## config.mk

```make
export PLATFORM = sky130hd
export DESIGN_NAME = bram_arbiter
export DESIGN_NICKNAME = d
export VERILOG_FILES = /design/src/rtl/bram_arbiter.sv
export SDC_FILE = /design/constraint.sdc
export NUM_CORES = 1
export LEC_CHECK = 0
export ABC_AREA = 1
export CORE_AREA = 2 2 71 73
export DETAILED_ROUTE_END_ITERATION = 12
export DIE_AREA = 0 0 73 75
export DONT_BUFFER_PORTS = 1
export GPL_ROUTABILITY_DRIVEN = 0
export SETUP_SLACK_MARGIN = 0.05
export SLEW_MARGIN = 20
export SYNTH_ARGS = -nofsm -noshare
export SYNTH_HDL_FRONTEND = slang
export SYNTH_SLANG_ARGS = --single-unit
```

## constraint.sdc

```tcl
create_clock -name clk -period 1.2 [get_ports clk]
set_input_delay 0.18 -clock clk [delete_from_list [all_inputs] [get_ports clk]]
set_output_delay 0.18 -clock clk [all_outputs]
set_load 0.05 [all_outputs]
```

## src/rtl/bram_arbiter.sv

```systemverilog
// Two-client arbiter for a simple-dual-port BRAM. The write and read ports are arbitrated independently.
// Define BRAM_ARB_ROUND_ROBIN_EN for round-robin contention; otherwise client 0 has fixed priority.
module bram_arbiter #(
  parameter int WIDTH  = 32,
  parameter int DEPTH  = 8,
  parameter int ADDR_W = 3
) (
  input  logic              clk,
  input  logic              rst,
  input  logic              req0,
  input  logic              req1,
  input  logic              we0,
  input  logic              we1,
  input  logic [ADDR_W-1:0] addr0,
  input  logic [ADDR_W-1:0] addr1,
  input  logic [WIDTH-1:0]  wdata0,
  input  logic [WIDTH-1:0]  wdata1,
  output logic              gnt0,
  output logic              gnt1,
  output logic              rvalid0,
  output logic              rvalid1,
  output logic [WIDTH-1:0]  rdata,
  output logic              bram_we,
  output logic [ADDR_W-1:0] bram_wr_add,
  output logic [WIDTH-1:0]  bram_wr_data,
  output logic              bram_rd_en,
  output logic [ADDR_W-1:0] bram_rd_add,
  input  logic [WIDTH-1:0]  bram_rd_data
);

  if ((1 << ADDR_W) < DEPTH) begin : g_bad_addr_w
    $error("ADDR_W too narrow for DEPTH");
  end

  logic wr_c0_s, wr_c1_s, rd_c0_s, rd_c1_s;
  logic wr_cont_s, rd_cont_s;
  logic wr_gnt_s, rd_gnt_s;
  logic wr_sel1_s, rd_sel1_s;
  logic wr_prio_s, rd_prio_s;
  logic rd_pend_r, rd_owner_r;

  assign wr_c0_s   = req0 & we0;
  assign wr_c1_s   = req1 & we1;
  assign rd_c0_s   = req0 & ~we0;
  assign rd_c1_s   = req1 & ~we1;
  assign wr_cont_s = wr_c0_s & wr_c1_s;
  assign rd_cont_s = rd_c0_s & rd_c1_s;

`ifdef BRAM_ARB_ROUND_ROBIN_EN
  logic wptr_r, rptr_r;
  assign wr_prio_s = wptr_r;
  assign rd_prio_s = rptr_r;

  // Priority pointers move to the loser after every contended grant.
  always_ff @(posedge clk) begin
    if (rst) begin
      wptr_r <= 1'b0;
      rptr_r <= 1'b0;
    end else begin
      if (wr_cont_s) begin
        wptr_r <= ~wr_sel1_s;
      end else begin
        wptr_r <= wptr_r;
      end
      if (rd_cont_s) begin
        rptr_r <= ~rd_sel1_s;
      end else begin
        rptr_r <= rptr_r;
      end
    end
  end
`else
  assign wr_prio_s = 1'b0;
  assign rd_prio_s = 1'b0;
`endif

  // Per-port winner selection; sel1 means client 1 owns that port this cycle.
  always_comb begin
    wr_gnt_s  = 1'b0;
    rd_gnt_s  = 1'b0;
    wr_sel1_s = 1'b0;
    rd_sel1_s = 1'b0;
    if (rst) begin
      wr_gnt_s = 1'b0;
      rd_gnt_s = 1'b0;
    end else begin
      wr_gnt_s = wr_c0_s | wr_c1_s;
      rd_gnt_s = rd_c0_s | rd_c1_s;
      if (wr_cont_s) begin
        wr_sel1_s = wr_prio_s;
      end else begin
        wr_sel1_s = wr_c1_s;
      end
      if (rd_cont_s) begin
        rd_sel1_s = rd_prio_s;
      end else begin
        rd_sel1_s = rd_c1_s;
      end
    end
  end

  assign gnt0 = (wr_gnt_s & ~wr_sel1_s) | (rd_gnt_s & ~rd_sel1_s);
  assign gnt1 = (wr_gnt_s &  wr_sel1_s) | (rd_gnt_s &  rd_sel1_s);

  assign bram_we      = wr_gnt_s;
  assign bram_wr_add  = wr_sel1_s ? addr1 : addr0;
  assign bram_wr_data = wr_sel1_s ? wdata1 : wdata0;
  assign bram_rd_en   = rd_gnt_s;
  assign bram_rd_add  = rd_sel1_s ? addr1 : addr0;
  assign rdata        = bram_rd_data;

  // Track the owner of the read in flight so its data is steered back next cycle.
  always_ff @(posedge clk) begin
    if (rst) begin
      rd_pend_r  <= 1'b0;
      rd_owner_r <= 1'b0;
    end else begin
      rd_pend_r  <= rd_gnt_s;
      rd_owner_r <= rd_sel1_s;
    end
  end

  // A reset in the cycle after a read grant drops that read.
  assign rvalid0 = rd_pend_r & ~rd_owner_r & ~rst;
  assign rvalid1 = rd_pend_r &  rd_owner_r & ~rst;

endmodule

```

; Word-level counts from Yosys, hierarchy flattened
; Index checks and enable logic that the tools add are counted.
[totals]
reg_bits = 2
output_inout_bits = 76
latchBits = 0
word_cells = 35
memories = 0
ramBits = 0
in_bits = 108
rom_bits = 0
[op_classes]
div = 0
n_mul = 0
bitwise = 24
muxes = 9
order_cmp = 0
reduce_logical = 0
shifts = 0
n_eq_ne = 0
add_sub_neg = 0
[op_table]
columns = op, count
row1 = $mux W32, 1
row2 = $and A1 B1 Y1, 14
row3 = $mux W1, 6
row4 = $mux W3, 2
row5 = $not A1 Y1, 6
row6 = $or A1 B1 Y1, 4

; Longest topological paths before layout
; Gate-level depths: netlist (run 1).
[depth]
depth_word = 8
depth_mapped = 6
mapped_depth_nobuf = 5

; Least setup slack after synthesis (run 1)
; OpenSTA, ideal clock, no wires.
[synth_timing]
kind = input port to output port
startpoint = in req0
endpoint = out bram_we
stages = 3
setup_slack_ns = -0.229
n_path_buf = 1
t_arrival_ns = 1.249
cell_sequence = nand2_2 > buf_2 > a21oi_1
[synth_between]
elab_chain_cells = 3
[synth_rtl]
columns = element, line
row1 = "start, declared", 10  ; input logic req0,
row2 = $and A1 B1 Y1, 42  ; assign wr_c0_s = req0 & we0;
row3 = $or A1 B1 Y1, 87  ; wr_gnt_s = wr_c0_s | wr_c1_s;
row4 = $mux W1, 83  ; if (rst) begin
row5 = "end, declared", 23  ; output logic bram_we,
; Every way passes these cells.

; Worst setup path in the final report (run 1)
[layout_timing]
startpoint = in req1
endpoint = out bram_wr_add[1]
[layout_between]
elab_chain_cells = 5
[layout_rtl]
columns = element, line
row1 = "start, declared", 11  ; input logic req1,
row2 = $and A1 B1 Y1 *, 43  ; assign wr_c1_s = req1 & we1;
row3 = $and A1 B1 Y1, 46  ; assign wr_cont_s = wr_c0_s & wr_c1_s;
row4 = $mux W1 *, 89  ; if (wr_cont_s) begin
row5 = $mux W1 *, 83
row6 = $mux W3 *, 106  ; assign bram_wr_add = wr_sel1_s ? addr1 : addr0;
row7 = "end, declared", 24  ; output logic [ADDR_W-1:0] bram_wr_add,
; Mark *: on every way between the ends. The rest lies on a longest branch, timed or not.

==> results of run 1 <==
layer usage:
metal,routed length [um],global-route usage,up-vias
li1,-,-,510
met1,1250,0.112,520
met2,1980,0.168,71
met3,277,0.0214,16
met4,100,0.0576,0
met5,0,0,-
through the flow:
step | power (mW) | area, um^2 | setup WS, ns | utilization | hold slack (ns)
finish | 1.11 | 1290 | 0.0856 | 0.277 | 0.221
global route | 1.16 | 1290 | 0.00383 | 0.277 | 0.258
CTS | 1.06 | 1130 | 0.0506 | 0.242 | 0.286
detailed placement | 0.782 | 1060 | 0.00706 | 0.228 | 0.360
global placement | 0.777 | 1060 | 0.00745 | 0.228 | 0.360
floorplan | 0.931 | 1030 | 0.00842 | - | 0.404
worst min path at each step:
stage	depth (start not counted)	from	to	slack [ns]
finish	3	we1	rd_owner_r	0.22
floorplan	2	rst	rd_pend_r	0.40
detailed placement	0	bram_rd_data[18]	rdata[18]	0.36
global route	3	we1	rd_owner_r	0.26
global placement	0	bram_rd_data[18]	rdata[18]	0.36
CTS	3	rst	rd_pend_r	0.29
cells in the final DEF (no fill, tap or decap), drive strengths merged:
master  synthesis  final
a21oi           1      1
buf            41     24
clkbuf          0      3
dfxtp           2      2
inv             6      6
nand2          83     83
nand3          36     36
nand4           3      3
nor2            5      5
o21a            2      2
repair_timing:
action | CTS | global route
gates cloned | 1 | 0
setup endpoints to repair | 24 | 34
resized for setup | 6 | 38
pin swaps | 0 | 3
hold buffers | 0 | 0
logic make-up (layout without fill, tap and decap cells):
group           count (synthesis)  after routing
compound gates                  3              3
flops                           2              2
simple gates                  127            127
buf+inv                        47             33
area by class of cell:
cell class / count / area, um^2 / area share
clock buffers: 3 / 41.3 / 0.0319
multi-input cells: 130 / 828 / 0.641
flip-flops and latches: 2 / 40.0 / 0.0310
well taps: 54 / 67.6 / 0.0523
repair buffers: 24 / 293 / 0.227
inverters: 6 / 22.5 / 0.0174
critical path, delay by kind of cell:
kind                   cells  cell delay [ns]
and+or+nand+nor            4             0.39
buffers and inverters      2             0.35
sequential cells by signal, summed over array words and instances (netlist names):
signal,cells
rd_owner_r,1
rd_pend_r,1
where the power goes:
group	total [mW]	internal [mW]	switching, mW
clock network	0.265	0.212	0.0529
registers	0.0720	0.0705	0.00153
logic	0.773	0.196	0.578
==> reports/metrics.yaml, run 1 <==
status: "finished, final reports clean"
grt_pass1_vias: 880
dp_hpwl_mm: 2.78
synth.cell_area_um2: 941
clockBufferDepth: 2
final_nets: 275
max_stage_delay_ns: 0.21
fin_setup_tns_ns: 0
yosysMostFrequentCell: "nand2_1"
synth_adder_area_share: 0
required_ns: 1.02
synth.distinct_cells: 14
slew-limit-headroom: 0.806
synth-xor-area-share: 0
die_area_um2: 5480
synth_commonest_cells: "81 x nand2_1, 36 x nand3_1, 35 x buf_4"
cp-start-kind: "primary input"
setup-violations-final: 0
vias: 1117
synth_top_area_cell: "nand2_1"
finalCritPeriodShare: 0.929
grt_remaining_overflow: 0
hold_viol: 0
wl_mm: 3.61
synthCells: 179
ys_seq_area_frac: 0.0426
clk_pin_slew_worst_paths_ns: 0.03
ctsHtreeMaxLevel: 1
clock.fmax_mhz: 897
synthArstFlopShare: 0
cts_buffers: 3
start_util: 0.202
dpl.cell_count: 215
synthFlopType: "dfxtp_1"
worst_pin_slew_ns: 0.290
stdcell_count: 219
die_w_um: 73
synth-edff-count: 0
synth_top_area_share: 0.323
crit_end: "bram_wr_add[1]"
slowest_stage: "buf_4"
timing.final.crit_period_ns: 1.11
grt_max_degree: 37
drc_errors: 0
endpoint_kind: "output pin"
clkSinkCount: 2
syn_area_per_cell_um2: 5.26
cts_root_buf: "clkbuf_8"
rsz0062_at_grt: "true"
p_per_area_nw_per_um2: 859
criticalPathCategory: "primary input to output pin"
grt_usage: 0.0981
hp-class: "primary input to flop"
wl_per_cell_um: 16.5
drive_above_1_share: 0.479
fillers: 509
synth_fp_nets: 287
cp_data_arrival_time_ns: 0.93
leakagePower_nw: 0.627
ys_top_cells_by_area: "nand2_1 32%, buf_4 28%, nand3_1 19%"
row_count: 25
ant_nets: 0
path_max_fanout: 11
synth_compound_area_frac: 0.0213
dieHeight_um: 75
area_delta_synth_final_pct: 37.4
ys_ff_latch: 2
first_pass_iters: 4
post_synth_and_or_nand_nor_area_fraction: 0.581
port_buffers: 0
ios: 184
core_area_um2: 4660
synth_top_family_by_area: "simple AND/OR/NAND/NOR gates"
antenna_found_initial: 0
worstSetupStartpoint: "req1"
drtIter0Drc: 41
synth_warnings: 0
crit_chain: "nand2_2 > nor2_4 > buf_4 > nand3_1 > nand2_1 > buf_12"
drv_slew: 0
peakVddDrop_mv: 0.440
post_cts.repair.setup_buffers: 0
drv_cap: 0
n_antenna_cell: 0
cts_tree: "done"
grt_pass1_wl_mm: 4.17
muxShareOfSynthArea: 0
viasPerCell: 5.10
(Power assumes the default switching activity.)
==> inputs of run 2 (changes only) <==
--- a/config.mk
+++ b/config.mk
@@ -6,12 +6,14 @@
 export NUM_CORES = 1
 export LEC_CHECK = 0
 export ABC_AREA = 1
-export CORE_AREA = 2 2 71 73
+export CAP_MARGIN = 20
+export CORE_AREA = 2 2 72 74
 export DETAILED_ROUTE_END_ITERATION = 12
-export DIE_AREA = 0 0 73 75
-export DONT_BUFFER_PORTS = 1
+export DIE_AREA = 0 0 74 76
 export GPL_ROUTABILITY_DRIVEN = 0
+export PLACE_DENSITY = 0.81
 export SETUP_SLACK_MARGIN = 0.05
+export SKIP_CTS_REPAIR_TIMING = 1
 export SLEW_MARGIN = 20
 export SYNTH_ARGS = -nofsm -noshare
 export SYNTH_HDL_FRONTEND = slang
==> run 2 against run 1 <==
The flow now finishes with violations (setup timing). Critical path type unchanged. Wire length is 56% higher. Via count is 41% higher. Final cell count is 62% higher. Flip-flop and latch count stayed put. Critical path depth is 2 higher. Cell area is 120% higher. Combinational power is 80% higher.
==> reports/metrics.yaml, run 2 (synthesized netlist as in run 1, its figures left out) <==
status: "finished with violations"  # was finished, final reports clean
violations: "setup timing"
top_usage_layer: "met2"  # unchanged
grt_usage: 0.143  # was 0.0981
grtUsageMet2: 0.271  # was 0.168
ff_latch_area_um2: 40.0  # unchanged
hp-class: "primary input to output pin"  # was primary input to flop
drtIter0Drc: 52  # was 41
port_buffers: 119  # was 0
fillers: 398  # was 509
drc_errors: 0  # unchanged
start_util: 0.192  # was 0.202
clockBufferDepth: 2  # unchanged
hold_viol: 0  # unchanged
clock.fmax_mhz: 776  # was 897 MHz
drive_above_1_share: 0.518  # was 0.479
p_per_area_nw_per_um2: 609  # was 859 nW/um^2
cp_data_arrival_time_ns: 1.11  # was 0.93 ns
cts_tree: "done"  # unchanged
criticalPathCategory: "primary input to output pin"  # unchanged
vias: 1572  # was 1117
mostFrequentLayoutCell: "clkdlybuf4s50_1"  # was nand2_1
ios: 184  # unchanged
grt_remaining_overflow: 0  # unchanged
die_w_um: 74  # was 73 um
die_area_um2: 5620  # was 5480 um^2
required_ns: 1.02  # about the same
stdcell_count: 354  # was 219
dieHeight_um: 76  # was 75 um
wl_mm: 5.62  # was 3.61 mm
setup-violations-final: 39  # was 0
drv_cap: 0  # unchanged
cts_root_buf: "clkbuf_8"  # unchanged
final_nets: 394  # was 275
fin_util: 0.584  # was 0.277
leakagePower_nw: 1.29  # was 0.627 nW
grt_pass1_wl_mm: 6.42  # was 4.17 mm
first_pass_iters: 6  # was 4
area_delta_synth_final_pct: 205  # was 37.4%
wl_per_cell_um: 15.9  # was 16.5 um
grt_pass1_vias: 1429  # was 880
grt_max_degree: 37  # unchanged
finalWorstSetupSlack_ns: -0.0888  # was 0.0856 ns
timing.final.crit_period_ns: 1.29  # was 1.11 ns
drv_slew: 0  # unchanged
endpoint_kind: "output pin"  # unchanged
clkSinkCount: 2  # unchanged
dp_hpwl_mm: 3.37  # was 2.78 mm
core_area_um2: 4910  # was 4660 um^2
row_count: 26  # was 25
path_max_fanout: 7  # was 11
n_antenna_cell: 0  # unchanged
ctsHtreeMaxLevel: 1  # unchanged
worst_pin_slew_ns: 0.274  # was 0.290 ns
finalCritPeriodShare: 1.07  # was 0.929
gr-usage-met3: 0.0542  # was 0.0214
finalPower_mw: 1.75  # was 1.11 mW
met1_usage: 0.126  # was 0.112
cts_buffers: 3  # unchanged
peakVddDrop_mv: 0.541  # was 0.440 mV
slew-limit-headroom: 0.817  # was 0.806
rsz0062_at_grt: "true"  # unchanged
final_cell_mix: "70 x clkdlybuf4s50_1, 42 x nand2_1, 34 x nand2_2"  # was 36 x nand2_1, 35 x nand3_1, 28 x nand2_4
cp-start-kind: "primary input"  # unchanged
ant_nets: 0  # unchanged
viasPerCell: 4.44  # was 5.10
top_regs: "rd_owner_r x1, rd_pend_r x1"  # unchanged
multi_input_area_um2: 883  # was 828 um^2
dpl.cell_count: 341  # was 215
antenna_found_initial: 0  # unchanged
==> run 2: per-stage QoR <==
step / hold slack [ns] / worst slack (ns) / cell area, um^2 / setup TNS (ns)
2_1_floorplan: 0.404 / 0.00842 / 1030 / 0
3_3_place_gp: 0.360 / -0.477 / 2140 / -19.47
3_5_place_dp: 0.360 / -0.499 / 2140 / -20.29
4_1_cts: 0.360 / -0.501 / 2190 / -20.10
5_1_grt: 0.360 / -0.143 / 2870 / -4.02
6_report: 0.360 / -0.0888 / 2870 / -2.17
==> run 2: worst paths after layout <==
kind | startpoint | end | slack, ns | depth (start not counted)
setup / recovery | we1 | bram_wr_data[18] | -0.09 | 8
hold / removal | bram_rd_data[13] | rdata[13] | 0.36 | 0
==> run 2: worst max-delay path, cell delays in order <==
cell and delay (ns):
buf_8 0.08, nand2_4 0.05, nor2_4 0.17, nand2_4 0.13
clkbuf_16 0.18, nand2_1 0.08, nand2_2 0.08, buf_8 0.15
==> run 2: layout make-up <==
type,count,area share
flip-flops and latches,2,0.0140
repair buffers,143,0.625
clock buffers,3,0.0144
inverters,6,0.00785
well taps,70,0.0305
multi-input cells,130,0.308
==> run 2: where the power goes <==
group / switching, mW / leakage (nW) / internal (mW)
logic: 0.720 / 1.25 / 0.673
clock network: 0.0683 / 0.0216 / 0.213
registers: 0.00189 / 0.0165 / 0.0705
==> run 2: metal layers <==
metal / part of all wire / routed length [um]
met1: 0.35 / 1970
met2: 0.54 / 3020
met3: 0.089 / 498
met4: 0.024 / 137
met5: 0 / 0
